## config.mk

```make
export PLATFORM = sky130hd
export DESIGN_NAME = fifo_wr_arbiter
export DESIGN_NICKNAME = d
export VERILOG_FILES = /design/src/rtl/fifo_arb_pkg.sv /design/src/rtl/fifo_rr_pick.sv /design/src/rtl/fifo_wr_arbiter.sv
export SDC_FILE = /design/constraint.sdc
export NUM_CORES = 1
export LEC_CHECK = 0
export ABC_AREA = 1
export CELL_PAD_IN_SITES_DETAIL_PLACEMENT = 1
export CELL_PAD_IN_SITES_GLOBAL_PLACEMENT = 2
export CORE_ASPECT_RATIO = 0.75
export CORE_MARGIN = 2
export CORE_UTILIZATION = 27
export CTS_BUF_LIST = sky130_fd_sc_hd__clkbuf_4
export DETAILED_ROUTE_END_ITERATION = 7
export DONT_BUFFER_PORTS = 1
export HOLD_SLACK_MARGIN = 0.08
export PLACE_DENSITY_LB_ADDON = 0.1
export SLEW_MARGIN = 20
export SYNTH_ARGS = -nofsm -noshare
export SYNTH_HDL_FRONTEND = slang
export SYNTH_SLANG_ARGS = --single-unit
```

## constraint.sdc

```tcl
create_clock -name clk -period 1.7 [get_ports clk]
set_input_delay 0.255 -clock clk [delete_from_list [all_inputs] [get_ports clk]]
set_output_delay 0.255 -clock clk [all_outputs]
set_load 0.005 [all_outputs]
```

## src/rtl/fifo_arb_pkg.sv

```systemverilog
// Shared types and width helpers for the FIFO write-port arbiter.
package fifo_arb_pkg;

  typedef enum logic [0:0] {
    ARB_IDLE  = 1'b0,
    ARB_BURST = 1'b1
  } arb_state_e;

  function automatic int id_width(input int n);
    if (n <= 2) begin
      return 1;
    end else begin
      return $clog2(n);
    end
  endfunction

  function automatic int cnt_width(input int max_burst);
    return $clog2(max_burst) + 1;
  endfunction

endpackage

```

## src/rtl/fifo_rr_pick.sv

```systemverilog
// Rotating-priority picker: first set request bit scanning rr_ptr, rr_ptr+1, ... mod N_REQ.
module fifo_rr_pick
  import fifo_arb_pkg::*;
#(
  parameter int N_REQ = 4,
  parameter int ID_W  = id_width(N_REQ)
) (
  input  logic [N_REQ-1:0] req,
  input  logic [ID_W-1:0]  rr_ptr,
  output logic [ID_W-1:0]  pick,
  output logic             any
);

  localparam int SUM_W = ID_W + 1;

  logic [N_REQ-1:0] rot_s;
  logic [ID_W-1:0]  off_s;
  logic [SUM_W-1:0] sum_s;

  // rotate rr_ptr down to bit 0, find the nearest set bit, then add the offset back modulo N_REQ
  always_comb begin
    rot_s = N_REQ'({req, req} >> rr_ptr);
    off_s = '0;
    any   = 1'b0;
    for (int k = N_REQ - 1; k >= 0; k--) begin
      off_s = rot_s[k] ? ID_W'(k) : off_s;
      any   = any | rot_s[k];
    end
    sum_s = {1'b0, rr_ptr} + {1'b0, off_s};
    if (sum_s >= SUM_W'(N_REQ)) begin
      pick = ID_W'(sum_s - SUM_W'(N_REQ));
    end else begin
      pick = ID_W'(sum_s);
    end
  end

endmodule

```

## src/rtl/fifo_wr_arbiter.sv

```systemverilog
// Round-robin burst arbiter sharing one FIFO write port among N_REQ byte producers.
module fifo_wr_arbiter
  import fifo_arb_pkg::*;
#(
  parameter int N_REQ     = 4,
  parameter int DATA_W    = 8,
  parameter int MAX_BURST = 8,
  parameter int ID_W      = id_width(N_REQ)
) (
  input  logic                      clk,
  input  logic                      rst_n,
  input  logic [N_REQ-1:0]          req_valid,
  input  logic [N_REQ-1:0]          req_last,
  input  logic [N_REQ*DATA_W-1:0]   req_data,
  output logic [N_REQ-1:0]          req_ready,
  input  logic                      wfull,
  output logic                      winc,
  output logic [DATA_W-1:0]         wdata,
  output logic [ID_W-1:0]           grant_id,
  output logic                      busy
);

  localparam int CNT_W = cnt_width(MAX_BURST);

  arb_state_e        state_r;
  logic [ID_W-1:0]   grant_r;
  logic [ID_W-1:0]   rr_ptr_r;
  logic [CNT_W-1:0]  beat_cnt_r;

  logic [ID_W-1:0]   pick_s;
  logic              any_s;
  logic              busy_s;
  logic              g_valid_s;
  logic              g_last_s;
  logic              xfer_s;
  logic              burst_end_s;
  logic [ID_W-1:0]   next_ptr_s;
  logic [DATA_W-1:0] lanes_s [N_REQ];

  fifo_rr_pick #(
    .N_REQ (N_REQ),
    .ID_W  (ID_W)
  ) u_pick (
    .req    (req_valid),
    .rr_ptr (rr_ptr_r),
    .pick   (pick_s),
    .any    (any_s)
  );

  // unpack the byte lanes so the grant mux is a plain array index
  always_comb begin
    for (int i = 0; i < N_REQ; i++) begin
      lanes_s[i] = req_data[i*DATA_W +: DATA_W];
    end
  end

  // granted-lane handshake and write-side outputs; nothing but wdata depends on req_data
  always_comb begin
    busy_s    = (state_r == ARB_BURST);
    g_valid_s = req_valid[grant_r];
    g_last_s  = req_last[grant_r];
    xfer_s    = busy_s & g_valid_s & ~wfull;
    req_ready = '0;
    if (busy_s) begin
      req_ready[grant_r] = ~wfull;
      wdata              = lanes_s[grant_r];
    end else begin
      wdata = '0;
    end
    winc        = xfer_s;
    burst_end_s = xfer_s & (g_last_s | (beat_cnt_r == CNT_W'(MAX_BURST - 1)));
    next_ptr_s  = (grant_r == ID_W'(N_REQ - 1)) ? '0 : grant_r + ID_W'(1);
  end

  assign busy     = busy_s;
  assign grant_id = grant_r;

  // grant FSM: pick in IDLE, count beats in BURST, advance rr_ptr past the finished grant
  always_ff @(posedge clk or negedge rst_n) begin
    if (!rst_n) begin
      state_r    <= ARB_IDLE;
      grant_r    <= '0;
      rr_ptr_r   <= '0;
      beat_cnt_r <= '0;
    end else begin
      case (state_r)
        ARB_IDLE: begin
          if (any_s) begin
            grant_r    <= pick_s;
            beat_cnt_r <= '0;
            state_r    <= ARB_BURST;
          end else begin
            state_r <= ARB_IDLE;
          end
        end
        ARB_BURST: begin
          if (xfer_s) begin
            beat_cnt_r <= beat_cnt_r + CNT_W'(1);
            if (burst_end_s) begin
              state_r  <= ARB_IDLE;
              rr_ptr_r <= next_ptr_s;
            end else begin
              state_r <= ARB_BURST;
            end
          end else begin
            state_r <= ARB_BURST;
          end
        end
        default: begin
          state_r <= ARB_IDLE;
        end
      endcase
    end
  end

endmodule

```

# After elaboration in Yosys (flattened, before gate mapping)
# Cells that the tools add are included.
[totals]
output_inout_bits = 16
regBits = 9
word_cells = 56
[classes]
n_bitwise = 11
n_lt_le_gt_ge = 4
n_addsub = 4
n_mux = 24
n_shift = 1
n_reduce_logical = 4
n_eq_ne = 4
[op_table]
columns = ["op", "count"]
rows = [
  ["$mux 8", 3],
  ["$bmux 8 s2", 1],
  ["$mux 2", 6],
  ["$mux 4", 3],
  ["$pmux 4 s2", 1],
  ["$shr 8x2->4", 1],
  ["$ge 3x3->1 const B", 2],
  ["$mux 1", 6],
  ["$add 4x1->4 const B", 1],
  ["$and 4x4->4", 1],
  ["$bmux 1 s2", 2],
  ["$eq 4x3->1 const B", 1],
  ["$ne 2x2->1 const B", 2],
  ["$or 1x1->1", 4],
  ["$reduce_and 2->1", 2],
  ["$add 2x2->3", 1],
  ["$and 1x1->1", 3],
  ["$lt 2x3->1 const B", 1],
  ["$not 2->3", 1],
  ["$reduce_and 3->1", 1],
  ["$add 2x1->2 const B", 1],
  ["$demux 1 s2", 1],
  ["$eq 2x2->1 const B", 1],
  ["$ge 2x1->1 const B", 1],
  ["other kinds (4)", 5],
]

# Logic depth before layout (Yosys ltp)
[depth]
depth_word = 8
depth_mapped = 14
mapped_depth_nobuf = 14

# Cells and area by module
# A second synthesis with hierarchy kept.
[unflattened]
hier_cells = 181
hier_area_um2 = 1096.1
[by_module_without_submodules]
columns = ["mod", "area_each_um2", "instances", "cells_per_inst"]
rows = [
  ["fifo_wr_arbiter", 933.4, 1, 146],
  ["fifo_rr_pick", 162.7, 1, 35],
]

# Worst setup path before layout
# OpenSTA, ideal clock, no wires.
[synth_timing]
path_type = "register -> register"
startpoint = "reg rr_ptr_r[1]"
endpoint = "reg grant_r[1], in the netlist grant_id[1]"
required_time_ns = 1.587
setup_slack_ns = -0.006
stages_incl_launch_ff = 15
arrival_time_ns = 1.593
cell_sequence = "dfrtp_1 -> buf_4 -> inv_1 -> nand3_1 -> nand2_2 -> nand3_1 -> a21boi_0 -> ha_1 -> xor2_1 -> nand3b_1 -> nand2_1 -> inv_1 -> nand2_1 -> nand2_1 -> inv_1"
[synth_between]
elab_chain_cells = 8
[synth_lines]
columns = ["item", "line", "source"]
rows = [
  ["from (decl)", "fifo_wr_arbiter.sv:27", "logic [ID_W-1:0] rr_ptr_r;"],
  ["from (signal assigned)", "fifo_wr_arbiter.sv:101", "rr_ptr_r <= next_ptr_s;"],
  ["$shr 8x2->4", "fifo_rr_pick.sv:22", "rot_s = N_REQ'({req, req} >> rr_ptr);"],
  ["$mux 2 (4 in a row)", "fifo_rr_pick.sv:26", "off_s = rot_s[k] ? ID_W'(k) : off_s;"],
  ["$add 2x2->3", "fifo_rr_pick.sv:29", "sum_s = {1'b0, rr_ptr} + {1'b0, off_s};"],
  ["$ge 3x3->1 or $sub 2x1->2 (tied branches)", "fifo_rr_pick.sv:30, fifo_rr_pick.sv:31", ""],
  ["$mux 2", "fifo_rr_pick.sv:30", "if (sum_s >= SUM_W'(N_REQ)) begin"],
  ["to (signal assigned)", "fifo_wr_arbiter.sv:89", "grant_r <= pick_s;"],
  ["to (decl)", "fifo_wr_arbiter.sv:26", "logic [ID_W-1:0] grant_r;"],
]
# Parallel ways exist; a longest one is shown, timed or not.
# A chain may end at the register's enable or synchronous reset.

# Worst setup path after layout
[layout_timing]
startpoint = "reg rr_ptr_r[0]"
endpoint = "reg grant_r[1], in the netlist grant_id[1]"
# Same word-level chain as after synthesis.

==> reports/qor.csv <==
metric;value;unit
grt_pass1_vias;1305;
n_fill_cell;498;
coreArea;3685;um2
cts-root-buf;clkbuf_4;
vias;1206;
viasPerCell;4.843;
clock_sinks;9;
reg2reg_slack;-140;ps
r2r_start;rr_ptr_r[0];
fmax;0.5438;GHz
cap_violations;0;
grt_pass1_wl;5.851;mm
startpoint;rr_ptr_r[0];
totalWireLength;3.763;mm
worstMarginPinSlew;464.0;ps
yosysTopAreaCell;dfrtp_1;
cp_data_arrival_time;2010;ps
nNetsFinal;247;
die_w;75.70;um
gp_congestion;0.8340;
drc;0;
overflow;0;
place.port_buffers;0;
netlist_area;1041;um2
setup_violations;1;
dieArea;4374;um2
fp-row-count;19;
whs;308.2;ps
fin_crit;1839;ps
crit_required;1870;ps
async_flop_share;100.0;%
start_kind;flop;
synth-edff-count;0;
hold_viol_final;0;
clkLatencyLatePin;270;ps
syn_area_per_cell;5.881;um2
synth_top_area_share;21.63;%
syn-num-nets;226;
setup_ws;-139.0;ps
hold_path_class;in2reg;
pin_count;59;
grt_antenna_before_repair;0;
synth_seq_area_share;21.63;%
synth_flop_cell;dfrtp_1;
synthToLayoutAreaGrowth;33.65;%
slew_viol_final;0;
failed_checks;negative setup slack;
grt_max_degree;15;
drt-pass1-iter-count;4;
status;finished with violations;
htreeDepth;1;
start_util;28.25;%
holdCritStartpoint;wfull;
critPathCaptureType;flop;
clk_pin_slew_worst_paths;70;ps
setup.worst_path.class;reg2reg;
slew_headroom;68.97;%
grtUsageTotal;17.52;%
ys_warn_count;0;
syn_inst;177;
cts_tree;done;
die_h;57.78;um
drtAntennaViolNets;0;
ctsLongestPathBuffers;2;
ir_drop;0.5735;mV
period_share;108.2;%
drive_gt1_share;33.50;%
ys_seq_elements;9;
drtIter0Drc;30;
rsz0062_at_grt;true;
synthTopCellsByArea;dfrtp_1 (22%), nor2_1 (18%), nand2_1 (11%);
layout_common_cells;nor2_1 (45), nand2_1 (24), o21ai_0 (18);
leakage;0.6717;nW
clock_skew;6.194;ps
layout_commonest_cell;nor2_1;
routedWlPerCell;15.11;um
crit_path_max_fanout;6;
yosysUniqueCellTypes;22;
antenna_cells;0;
cts_made_buffers;3;
dp_cells;235;
cellPowerDensity;1893;nW/um2
instances_no_fill;249;
dp_hpwl;2.884;mm
[cell families after synthesis]
| family | count (synthesis) | share of synthesized area [%] |
|---|---|---|
| adder cells (fa/ha/maj) | 6 | 7.211 |
| AND/OR/NAND/NOR | 105 | 42.19 |
| buffers and inverters | 23 | 10.34 |
| AO/OA/AOI/OAI | 33 | 17.79 |
| flip-flops | 9 | 21.63 |
| XOR/XNOR | 1 | 0.8415 |
[registers in the layout, summed over array words and instances (netlist names)]
signal and count:
busy 1, beat_cnt_r 4, rr_ptr_r 2, grant_id 2
[report_power, final]
group          switching (mW)  internal [mW]  leakage, nW  total, mW
Clock                  0.0883          0.107       0.0184      0.195
Combinational            1.15          0.854        0.544       2.00
Sequential              0.130          0.306        0.109      0.436
Total                    1.37           1.27        0.672       2.63
[per-stage QoR]
| step | setup TNS, ps | cell area (um2) | utilization, % | setup WS (ps) | total power [mW] |
|---|---|---|---|---|---|
| after global routing | -341.6 | 1391 | 37.76 | -305.9 | 2.924 |
| after global placement | -32.95 | 1160 | 31.48 | -32.95 | 1.982 |
| after detailed placement | -188.4 | 1160 | 31.48 | -188.4 | 2.042 |
| final | -139.0 | 1391 | 37.76 | -139.0 | 2.634 |
| after CTS | -122.3 | 1297 | 35.21 | -122.3 | 2.456 |
| after floorplan | 0 | 1044 | - | 9.993 | 1.557 |
[area by class of cell]
| class | count | area, um2 | share of cell area [%] |
|---|---|---|---|
| Clock buffer | 4 | 30.03 | 2.158 |
| Inverter | 16 | 70.07 | 5.036 |
| Multi-Input combinational cell | 145 | 809.5 | 58.18 |
| Tap cell | 52 | 65.06 | 4.676 |
| Timing Repair Buffer | 23 | 187.7 | 13.49 |
| Sequential cell | 9 | 229.0 | 16.46 |
[synthesized netlist by cell type, drive strengths merged, types with 6 or more instances]
| master | instances |
|---|---|
| a21oi | 8 |
| buf | 7 |
| dfrtp | 9 |
| ha | 6 |
| inv | 15 |
| nand2 | 38 |
| nand3 | 15 |
| nor2 | 51 |
| o21ai | 23 |
[path summary, 6_finish.rpt]
check                                 to  cells past startpoint
setup / recovery             grant_id[1]                     14
hold / removal             beat_cnt_r[2]                      4
setup reg to reg             grant_id[1]                     14
hold reg to reg            beat_cnt_r[1]                      2
max in group asynchronous    rr_ptr_r[0]                      1
min in group asynchronous           busy                      1
[layer usage]
layer	vias to the layer above	wire length (um)	track usage (%)
met5	-	0	0
met4	0	67	6.767
met3	6	187	4.348
met2	35	1853	28.32
met1	562	1655	22.41
li1	603	-	-
[worst max-delay path, stage by stage, from the launching register on]
cell and delay, ps:
dfrtp_2 480, inv_4 130, nand2_4 70, nand3_2 60, nand2_2 60, a21boi_2 150, ha_2 190, xor2_2 180
buf_4 130, nand2_1 60, nand2_1 60, inv_1 50, nand2_1 40, nand2_1 60, inv_1 30
[repair_timing]
action,4_1_cts,5_1_grt
buffers inserted,4,4
endpoints found under the hold margin,9,0
gates resized for setup,21,19
endpoints found under the setup margin,8,11
cloned,0,1
hold buffers,1,0
pin swaps,9,5
(Power assumes the default switching activity.)
